### config.mk
export PLATFORM = sky130hd
export DESIGN_NAME = ex_stall_ctrl_flat
export DESIGN_NICKNAME = d
export VERILOG_FILES = /design/src/rtl/ex_stall_ctrl_pkg.sv /design/src/rtl/ex_stall_ctrl_if.sv /design/src/rtl/ex_stall_ctrl_load_use_detect.sv /design/src/rtl/ex_stall_ctrl.sv /design/src/flat_wrapper.sv
export SDC_FILE = /design/constraint.sdc
export NUM_CORES = 1
export LEC_CHECK = 0
export CORE_ASPECT_RATIO = 0.9
export CORE_MARGIN = 3
export CORE_UTILIZATION = 45
export CTS_CLUSTER_SIZE = 12
export DETAILED_ROUTE_END_ITERATION = 16
export PLACE_DENSITY = 0.71
export SYNTH_ARGS = -nofsm -noshare
export SYNTH_HDL_FRONTEND = slang
export SYNTH_SLANG_ARGS = --single-unit
### constraint.sdc
create_clock -name clk -period 2 [get_ports clk]
set_input_delay 0.2 -clock clk [delete_from_list [all_inputs] [get_ports clk]]
set_output_delay 0.2 -clock clk [all_outputs]
set_load 0.02 [all_outputs]
### src/rtl/ex_stall_ctrl_pkg.sv
// Shared types and constants for the EX-stage hazard/stall controller.
// Also holds the bubble encoding the ID/EX register loads on id_ex_bubble.
package ex_stall_ctrl_pkg;

  typedef enum logic {
    IDLE    = 1'b0,
    MD_WAIT = 1'b1
  } state_t;

  localparam int REG_W = 5;

  // addi x0, x0, 0
  localparam logic [31:0] NOP_INSN = 32'h0000_0013;

endpackage

### src/rtl/ex_stall_ctrl_if.sv
// Pipeline-side signal bundle of ex_stall_ctrl: ID/EX and IF/ID status in, stall controls out.
// master = pipeline/bench side, slave = controller side.
interface ex_stall_ctrl_if
  import ex_stall_ctrl_pkg::*;
#(
  parameter int CNT_W = 32
);

  logic             ID_EX_enable_out;
  logic             ID_EX_MemRead;
  logic             ID_EX_MulDiv;
  logic [REG_W-1:0] ID_EX_Rd;
  logic [REG_W-1:0] IF_ID_Rs1;
  logic [REG_W-1:0] IF_ID_Rs2;
  logic             IF_ID_UseRs1;
  logic             IF_ID_UseRs2;
  logic             mem_stall;
  logic             flush;
  logic             md_done;

  logic             combined_stall;
  logic             if_id_hold;
  logic             id_ex_bubble;
  logic             md_start;
  logic             md_abort;
  logic             md_timeout_err;
  logic [CNT_W-1:0] stall_cycles;

  modport master (
    output ID_EX_enable_out, ID_EX_MemRead, ID_EX_MulDiv, ID_EX_Rd,
           IF_ID_Rs1, IF_ID_Rs2, IF_ID_UseRs1, IF_ID_UseRs2,
           mem_stall, flush, md_done,
    input  combined_stall, if_id_hold, id_ex_bubble, md_start, md_abort,
           md_timeout_err, stall_cycles
  );

  modport slave (
    input  ID_EX_enable_out, ID_EX_MemRead, ID_EX_MulDiv, ID_EX_Rd,
           IF_ID_Rs1, IF_ID_Rs2, IF_ID_UseRs1, IF_ID_UseRs2,
           mem_stall, flush, md_done,
    output combined_stall, if_id_hold, id_ex_bubble, md_start, md_abort,
           md_timeout_err, stall_cycles
  );

endinterface

### src/rtl/ex_stall_ctrl_load_use_detect.sv
// Load-use hazard compare between the load in ID/EX and the sources in IF/ID.
// Purely combinational, zero latency, no flow control.
module ex_stall_ctrl_load_use_detect
  import ex_stall_ctrl_pkg::*;
(
  input  logic             valid_i,
  input  logic             mem_read_i,
  input  logic [REG_W-1:0] rd_i,
  input  logic [REG_W-1:0] rs1_i,
  input  logic [REG_W-1:0] rs2_i,
  input  logic             use_rs1_i,
  input  logic             use_rs2_i,
  output logic             lu_hazard_o
);

  logic rs1_hit;
  logic rs2_hit;

  assign rs1_hit     = (rd_i == rs1_i) & use_rs1_i;
  assign rs2_hit     = (rd_i == rs2_i) & use_rs2_i;
  // x0 is never a real dependency
  assign lu_hazard_o = valid_i & mem_read_i & (rd_i != '0) & (rs1_hit | rs2_hit);

endmodule

### src/rtl/ex_stall_ctrl.sv
// EX-stage stall controller: load-use bubbles, mul/div start/wait/abort sequencing, stall counter.
// All controls are Mealy (same cycle as inputs); mem_stall freezes issue and pauses the mul/div timeout.
module ex_stall_ctrl
  import ex_stall_ctrl_pkg::*;
#(
  parameter int MD_TIMEOUT = 64,
  parameter int CNT_W      = 32
) (
  input  logic          clk,
  input  logic          reset,
  ex_stall_ctrl_if.slave io
);

  localparam int WAIT_W = (MD_TIMEOUT > 1) ? $clog2(MD_TIMEOUT) : 1;
  localparam logic [WAIT_W-1:0] WAIT_LAST = WAIT_W'(MD_TIMEOUT - 1);

  state_t            state_q, state_d;
  logic [WAIT_W-1:0] wcnt_q, wcnt_d;
  logic              done_q, done_d;
  logic              err_q, err_d;
  logic [CNT_W-1:0]  stall_cnt_q, stall_cnt_d;

  logic lu_hazard;
  logic md_req;
  logic eff_done;
  logic stall_c, hold_c, bubble_c, start_c, abort_c;
  logic stall_o;

  ex_stall_ctrl_load_use_detect u_lu (
    .valid_i     (io.ID_EX_enable_out),
    .mem_read_i  (io.ID_EX_MemRead),
    .rd_i        (io.ID_EX_Rd),
    .rs1_i       (io.IF_ID_Rs1),
    .rs2_i       (io.IF_ID_Rs2),
    .use_rs1_i   (io.IF_ID_UseRs1),
    .use_rs2_i   (io.IF_ID_UseRs2),
    .lu_hazard_o (lu_hazard)
  );

  assign md_req   = io.ID_EX_enable_out & io.ID_EX_MulDiv;
  // a done seen under mem_stall is remembered so the unit need not hold it
  assign eff_done = io.md_done | done_q;

  always_comb begin
    state_d  = state_q;
    wcnt_d   = wcnt_q;
    done_d   = done_q;
    err_d    = err_q;
    stall_c  = 1'b0;
    hold_c   = 1'b0;
    bubble_c = 1'b0;
    start_c  = 1'b0;
    abort_c  = 1'b0;
    case (state_q)
      IDLE: begin
        if (io.flush) begin
          bubble_c = 1'b1;
        end else if (io.mem_stall) begin
          stall_c = 1'b1;
          hold_c  = 1'b1;
        end else if (md_req) begin
          start_c = 1'b1;
          stall_c = 1'b1;
          hold_c  = 1'b1;
          state_d = MD_WAIT;
          wcnt_d  = '0;
          done_d  = 1'b0;
        end else if (lu_hazard) begin
          hold_c   = 1'b1;
          bubble_c = 1'b1;
        end
      end
      MD_WAIT: begin
        stall_c = 1'b1;
        hold_c  = 1'b1;
        if (io.flush) begin
          abort_c  = 1'b1;
          bubble_c = 1'b1;
          stall_c  = 1'b0;
          state_d  = IDLE;
          done_d   = 1'b0;
        end else if (eff_done && !io.mem_stall) begin
          stall_c = 1'b0;
          hold_c  = 1'b0;
          state_d = IDLE;
          done_d  = 1'b0;
        end else if (eff_done) begin
          done_d = 1'b1;
        end else if (!io.mem_stall) begin
          if (wcnt_q == WAIT_LAST) begin
            abort_c  = 1'b1;
            err_d    = 1'b1;
            stall_c  = 1'b0;
            bubble_c = 1'b1;
            state_d  = IDLE;
          end else begin
            wcnt_d = wcnt_q + WAIT_W'(1);
          end
        end
      end
      default: state_d = IDLE;
    endcase
  end

  // Outputs are forced low for the whole time reset is asserted
  assign stall_o           = stall_c & ~reset;
  assign io.combined_stall = stall_o;
  assign io.if_id_hold     = hold_c & ~reset;
  assign io.id_ex_bubble   = bubble_c & ~reset;
  assign io.md_start       = start_c & ~reset;
  assign io.md_abort       = abort_c & ~reset;
  assign io.md_timeout_err = err_q;
  assign io.stall_cycles   = stall_cnt_q;

  assign stall_cnt_d = (stall_o && (stall_cnt_q != {CNT_W{1'b1}})) ?
                       stall_cnt_q + CNT_W'(1) : stall_cnt_q;

  always_ff @(posedge clk or posedge reset) begin
    if (reset) begin
      state_q     <= IDLE;
      wcnt_q      <= '0;
      done_q      <= 1'b0;
      err_q       <= 1'b0;
      stall_cnt_q <= '0;
    end else begin
      state_q     <= state_d;
      wcnt_q      <= wcnt_d;
      done_q      <= done_d;
      err_q       <= err_d;
      stall_cnt_q <= stall_cnt_d;
    end
  end

endmodule

### src/flat_wrapper.sv
// flat-port wrapper written by rule: the top's interface ports become plain ports
module ex_stall_ctrl_flat import ex_stall_ctrl_pkg::*;
#(
  parameter int MD_TIMEOUT = 64,
  parameter int CNT_W      = 32
)
  (clk, reset, io_ID_EX_enable_out, io_ID_EX_MemRead, io_ID_EX_MulDiv, io_ID_EX_Rd, io_IF_ID_Rs1, io_IF_ID_Rs2, io_IF_ID_UseRs1, io_IF_ID_UseRs2, io_mem_stall, io_flush, io_md_done, io_combined_stall, io_if_id_hold, io_id_ex_bubble, io_md_start, io_md_abort, io_md_timeout_err, io_stall_cycles);
  ex_stall_ctrl_if #(.CNT_W(CNT_W)) io_i ();
  input  logic clk;
  input  logic reset;
  input wire logic [$bits(io_i.ID_EX_enable_out)-1:0] io_ID_EX_enable_out;
  input wire logic [$bits(io_i.ID_EX_MemRead)-1:0] io_ID_EX_MemRead;
  input wire logic [$bits(io_i.ID_EX_MulDiv)-1:0] io_ID_EX_MulDiv;
  input wire logic [$bits(io_i.ID_EX_Rd)-1:0] io_ID_EX_Rd;
  input wire logic [$bits(io_i.IF_ID_Rs1)-1:0] io_IF_ID_Rs1;
  input wire logic [$bits(io_i.IF_ID_Rs2)-1:0] io_IF_ID_Rs2;
  input wire logic [$bits(io_i.IF_ID_UseRs1)-1:0] io_IF_ID_UseRs1;
  input wire logic [$bits(io_i.IF_ID_UseRs2)-1:0] io_IF_ID_UseRs2;
  input wire logic [$bits(io_i.mem_stall)-1:0] io_mem_stall;
  input wire logic [$bits(io_i.flush)-1:0] io_flush;
  input wire logic [$bits(io_i.md_done)-1:0] io_md_done;
  output wire logic [$bits(io_i.combined_stall)-1:0] io_combined_stall;
  output wire logic [$bits(io_i.if_id_hold)-1:0] io_if_id_hold;
  output wire logic [$bits(io_i.id_ex_bubble)-1:0] io_id_ex_bubble;
  output wire logic [$bits(io_i.md_start)-1:0] io_md_start;
  output wire logic [$bits(io_i.md_abort)-1:0] io_md_abort;
  output wire logic [$bits(io_i.md_timeout_err)-1:0] io_md_timeout_err;
  output wire logic [$bits(io_i.stall_cycles)-1:0] io_stall_cycles;
  assign io_i.ID_EX_enable_out = io_ID_EX_enable_out;
  assign io_i.ID_EX_MemRead = io_ID_EX_MemRead;
  assign io_i.ID_EX_MulDiv = io_ID_EX_MulDiv;
  assign io_i.ID_EX_Rd = io_ID_EX_Rd;
  assign io_i.IF_ID_Rs1 = io_IF_ID_Rs1;
  assign io_i.IF_ID_Rs2 = io_IF_ID_Rs2;
  assign io_i.IF_ID_UseRs1 = io_IF_ID_UseRs1;
  assign io_i.IF_ID_UseRs2 = io_IF_ID_UseRs2;
  assign io_i.mem_stall = io_mem_stall;
  assign io_i.flush = io_flush;
  assign io_i.md_done = io_md_done;
  assign io_combined_stall = io_i.combined_stall;
  assign io_if_id_hold = io_i.if_id_hold;
  assign io_id_ex_bubble = io_i.id_ex_bubble;
  assign io_md_start = io_i.md_start;
  assign io_md_abort = io_i.md_abort;
  assign io_md_timeout_err = io_i.md_timeout_err;
  assign io_stall_cycles = io_i.stall_cycles;
  ex_stall_ctrl #(.MD_TIMEOUT(MD_TIMEOUT), .CNT_W(CNT_W)) u_core (.clk(clk), .reset(reset), .io(io_i));
endmodule
Word-level counts from Yosys, hierarchy flattened
Index checks and enable logic that the tools add are counted.
Widths: inputs -> output; s select.
{ "totals": {"ff_bits": 41, "inputBits": 25, "out_inout_bits": 38} }
{ "op_classes": {"addsub": 2, "eq_ne": 13, "n_mux": 46, "n_bitwise": 19, "reduce_logical": 7} }
{ "op_table": {"columns": ["cell", "n"], "rows": [
  ["$mux 6", 8],
  ["$add 32x1->32 const B", 1],
  ["$mux 1", 32],
  ["$ne 32x32->1 const B", 1],
  ["$ne 2x2->1 const B", 7],
  ["$pmux 6 s2", 1],
  ["$and 1x1->1", 11],
  ["$eq 5x5->1", 2],
  ["$pmux 1 s2", 5],
  ["$reduce_and 8->1", 1],
  ["$add 6x1->6 const B", 1],
  ["$eq 6x6->1 const B", 1],
  ["$not 1->1", 6],
  ["$reduce_and 6->1", 1],
  ["$reduce_bool 5->1", 1],
  ["$ne 4x4->1 const B", 1],
  ["$reduce_and 4->1", 1],
  ["$logic_and 1x1->1", 2],
  ["$ne 2x1->1 const B", 1],
  ["$or 1x1->1", 2],
  ["$logic_not 1->1", 1]
]} }

Depth between registers and ports, before layout
{ "depth": {"depth_word": 10, "depth_mapped": 9, "mapped_depth_nobuf": 7} }

Hierarchy
From an unflattened synthesis, not the netlist that was laid out.
{ "unflattened": {"cells_unflattened": 246, "area_unflattened_um2": 2482.4} }
{ "by_module_without_submodules": {"columns": ["mod", "n_inst", "cells_per_inst", "area_each_um2", "seq_area_each_um2"], "rows": [
  ["ex_stall_ctrl", 1, 229, 2347.3, 1026.0],
  ["ex_stall_ctrl_load_use_detect", 1, 17, 135.1, 0.0]
]} }

Least setup slack after synthesis
Ideal clock, no wire load.
{ "synth_timing": {"path_type": "input to output", "startpoint": "input io_ID_EX_Rd[0]", "endpoint": "output io_if_id_hold", "t_arrival_ns": 1.886, "path_slack_ns": -0.086, "path_stages": 5, "path_buffers": 0, "path_cell_list": "xnor2_1 nand4_1 o22ai_1 o2111ai_1 a2111oi_0"} }
{ "synth_between": {"elab_chain_len": 10} }
{ "synth_lines": {"columns": ["element", "line", "source"], "rows": [
  ["start: declaration", "flat_wrapper.sv:14", "input wire logic [$bits(io_i.ID_EX_Rd)-1:0] io_ID_EX_Rd;"],
  ["$eq 5x5->1, on equally long branches", "ex_stall_ctrl_load_use_detect.sv:19, ex_stall_ctrl_load_use_detect.sv:20", null],
  ["$and 1x1->1, on equally long branches", "ex_stall_ctrl_load_use_detect.sv:19, ex_stall_ctrl_load_use_detect.sv:20", null],
  ["$or 1x1->1", "ex_stall_ctrl_load_use_detect.sv:22", "assign lu_hazard_o = valid_i & mem_read_i & (rd_i != '0) & (rs1_hit | rs2_hit);"],
  ["$and 1x1->1 *", "ex_stall_ctrl_load_use_detect.sv:22", null],
  ["$mux 1 *", "ex_stall_ctrl.sv:68", "end else if (lu_hazard) begin"],
  ["$mux 1 *", "ex_stall_ctrl.sv:61", "end else if (md_req) begin"],
  ["$mux 1 *", "ex_stall_ctrl.sv:58", "end else if (io.mem_stall) begin"],
  ["$mux 1 *", "ex_stall_ctrl.sv:56", "if (io.flush) begin"],
  ["$pmux 1 s2 *", "ex_stall_ctrl.sv:54", "case (state_q)"],
  ["$and 1x1->1 *", "ex_stall_ctrl.sv:108", "assign io.if_id_hold = hold_c & ~reset;"],
  ["end: declaration", "flat_wrapper.sv:23", "output wire logic [$bits(io_i.if_id_hold)-1:0] io_if_id_hold;"]
]} }
Every way passes the cells marked *; elsewhere a longest branch is shown, timed or not.

Final worst setup path
{ "layout_timing": {"startpoint": "input io_IF_ID_Rs2[3]", "endpoint": "output io_if_id_hold"} }
{ "layout_between": {"elab_chain_len": 10} }
{ "layout_lines": {"columns": ["element", "line", "source"], "rows": [
  ["start: declaration", "flat_wrapper.sv:16", "input wire logic [$bits(io_i.IF_ID_Rs2)-1:0] io_IF_ID_Rs2;"],
  ["$eq 5x5->1", "ex_stall_ctrl_load_use_detect.sv:20", "assign rs2_hit = (rd_i == rs2_i) & use_rs2_i;"],
  ["$and 1x1->1", "ex_stall_ctrl_load_use_detect.sv:20", null],
  ["$or 1x1->1", "ex_stall_ctrl_load_use_detect.sv:22", null],
  ["$and 1x1->1", "ex_stall_ctrl_load_use_detect.sv:22", null],
  ["$mux 1", "ex_stall_ctrl.sv:68", null],
  ["$mux 1", "ex_stall_ctrl.sv:61", null],
  ["$mux 1", "ex_stall_ctrl.sv:58", null],
  ["$mux 1", "ex_stall_ctrl.sv:56", null],
  ["$pmux 1 s2", "ex_stall_ctrl.sv:54", null],
  ["$and 1x1->1", "ex_stall_ctrl.sv:108", null]
]} }
Every way passes these cells.

==> impl_metrics.tcl <==
set metrics [dict create \
    die_h_um 74.35 \
    area_growth_pct 48.26 \
    grt_remaining_overflow 0 \
    die_w_um 81.95 \
    synth_cells 226 \
    synth_seq_cells 41 \
    drc 0 \
    synth_fp_nets 253 \
    finalPower_mw 2.006 \
    finalWirelength_um 5824 \
    cp-end-kind "output port" \
    avgSynthCellArea_um2 10.34 \
    yosysTopAreaCell "dfrtp_1" \
    ys_seq_area_share_pct 43.92 \
    power.leakage_nw 1.517 \
    multi_input_area_mm2 0.001343 \
    final_common_cell "clkdlybuf4s50_1" \
    drtPass1Iterations 4 \
    grt_pass1_vias 2019 \
    area.sequential_mm2 0.001027 \
    synth_top_area_share_pct 43.92 \
    p_per_area_mw_per_mm2 579.1 \
    ys_types 44 \
    period_needed_ns 1.941 \
    wl_per_cell_um 14.82 \
    startpoint "io_IF_ID_Rs2[3]" \
    num_vias 2073 \
    ys.flop_type "dfrtp_1" \
    crit_path_top_delay_cell "clkdlybuf4s50_1" \
    period_share_pct 97.05 \
    final_core_util_pct 70.33 \
    rr_worst_depth 6 \
    antenna_found_initial 0 \
    drt_iter0_drc 76 \
    crit_family "buffers and inverters" \
    cp_max_fo 2 \
    layout_common_cells "clkdlybuf4s50_1 (50), buf_4 (42), dfrtp_1 (40)" \
    clockBufferDepth 2 \
    start_kind "input port" \
    track_usage_pct 19.67 \
    critPathArrivalTime_ns 1.74 \
    finalSetupViolCount 0 \
    timing.rr.end "u_core.io.stall_cycles[17]" \
    ff2ff_setup_slack_ns 0.17 \
    grt_first_pass_wirelength_um 9363 \
    synth.area.top_cells "dfrtp_1 (44%), xnor2_1 (11%), xor2_1 (5.6%), nand4_1 (4.0%), nand2_1 (3.5%)" \
    ctsHoldBuffers 0 \
    cts_root_buf "clkbuf_8" \
    rsz0062_at_grt "true" \
    dp_hpwl_um 4342 \
    relSlewSlack_pct 63.21 \
    cpPeakStageDelay_ns 0.48 \
    worstSetupPathType "in -> out" \
    synth-edff-count 0 \
    clkLatencyLatePin_ns 0.28 \
    finClkSkew_ns 0.008243 \
    fp-row-count 24 \
    viasPerCell 5.275 \
    cp_data_required_time_ns 1.80 \
    numCtsBuffers 5 \
    fin_tns_setup_ns 0 \
    antenna-diode-count 0 \
    tightest_slew_ns 0.5441 \
    crit_chain "clkdlybuf4s50_1 > xnor2_1 > nand4_1 > o22ai_2 > o2111ai_2 > a2111oi_4 > buf_4" \
    grt_max_degree 34 \
    fillers 403 \
    r2r-start "u_core.done_q" \
    start_util_pct 47.43 \
    status "finished clean" \
    cp.buffers_inverters 2 \
    place_congestion 0.7719 \
    final_nets 356 \
    hp-class "in -> async" \
    ir_drop_v 0.0004166 \
    clkSinkCount 41 \
    hold_viol_final 0 \
    pin_count 63 \
    maxCapViolCount 0 \
    worst-path-stages 7 \
    io_buffers 62 \
    syn_area_mm2 0.002336 \
    synthArstFlopShare_pct 100.0 \
    critPathCapture "io_if_id_hold" \
    drive_gt1_share_pct 25.30 \
    synth.yosys.warnings 0 \
    dieArea_mm2 0.006093 \
    drt.antenna.violating_nets 0 \
    cts.clk_slew.worst_paths_ns 0.08 \
    coreArea_mm2 0.004925 \
    fmax_mhz 515.2 \
    drv_slew 0 \
    htreeDepth 2 \
    cts_tree "done" \
]
[worst register-to-register path: cells and delay by family (launching register included)]
family | cells | cell delay, ns
simple gates | 3 | 0.86
compound gates | 1 | 0.14
buf+inv | 1 | 0.19
flops | 1 | 0.40
xor+xnor | 1 | 0.16
[flip-flops by register name, summed over array words and instances (netlist names)]
name                      flops
u_core.done_q                 1
u_core.io.md_timeout_err      1
u_core.io.stall_cycles       32
u_core.state_q                1
u_core.wcnt_q                 6
[final cells by class]
type | count | share of cell area [%]
multi-input cells | 174 | 38.76
flip-flops and latches | 41 | 29.66
repair buffers | 102 | 26.48
well taps | 65 | 2.348
clock buffers | 5 | 1.987
inverters | 5 | 0.6142
clock inverters | 1 | 0.1445
[worst min path at each step]
stage / start / endpoint / cells past startpoint
after floorplan: io_flush / u_core.done_q / 1
after global placement: u_core.io.md_timeout_err / u_core.io.md_timeout_err / 1
after detailed placement: u_core.io.md_timeout_err / u_core.io.md_timeout_err / 1
after CTS: reset / u_core.done_q / 3
after global routing: reset / u_core.done_q / 3
final: reset / u_core.done_q / 3
[synthesized netlist by cell type (2+ instances only)]
cell type,instances
nand2_1,22
nand4b_1,4
o22ai_1,3
and3_1,9
nand4_2,2
nor3_2,3
dfrtp_1,41
xnor2_1,30
buf_2,4
nor4b_1,2
nor4_2,5
inv_1,4
xor2_1,15
or4_1,2
nor3_1,5
ha_1,2
nor2_1,15
buf_4,2
nand3_1,14
nand4_1,15
nor4_1,3
mux2_2,2
[cells by family after synthesis]
family	after synthesis	synth area share, %
DFF	41	43.92
muxes	2	0.9640
adders and majority gates	2	1.071
xor gates and xnor gates	45	16.87
AOI/OAI and AO/OA	14	5.089
buffers and inverters	11	2.410
and+or+nand+nor	111	29.67
[per-stage QoR]
stage / instances / cell area (um2) / hold slack, ns / setup slack (ns)
floorplan: 226 / 2337 / 0.2891 / 0.1556
global placement: 384 / 3282 / 0.4529 / -0.5774
detailed placement: 384 / 3282 / 0.4569 / -0.6198
CTS: 390 / 3348 / 0.2584 / -0.1663
global route: 393 / 3463 / 0.2925 / -0.01828
finish: 393 / 3463 / 0.2718 / 0.05908
[repair_timing]
action | 4_1_cts | 5_1_grt
gates resized for setup | 16 | 27
buffers inserted | 0 | 3
pin swaps | 1 | 10
endpoints found under the setup margin | 5 | 18
endpoints found under the hold margin | 0 | 0
[routing by layer]
| layer | track usage (%) | vias to the layer above | wire, um |
|---|---|---|---|
| met4 | 3.875 | 0 | 32 |
| met2 | 31.84 | 70 | 2695 |
| li1 | - | 1024 | - |
| met3 | 4.358 | 2 | 403 |
| met1 | 27.36 | 977 | 2692 |
| met5 | 0 | - | 0 |
[where the power goes]
part / switching (mW) / leakage (nW) / internal [mW] / total, mW
clock: 0.267 / 0.0399 / 0.230 / 0.497
sequential: 0.0740 / 0.547 / 0.891 / 0.965
combinational: 0.258 / 0.930 / 0.284 / 0.543
No activity file was read; power rests on OpenSTA's default activity.
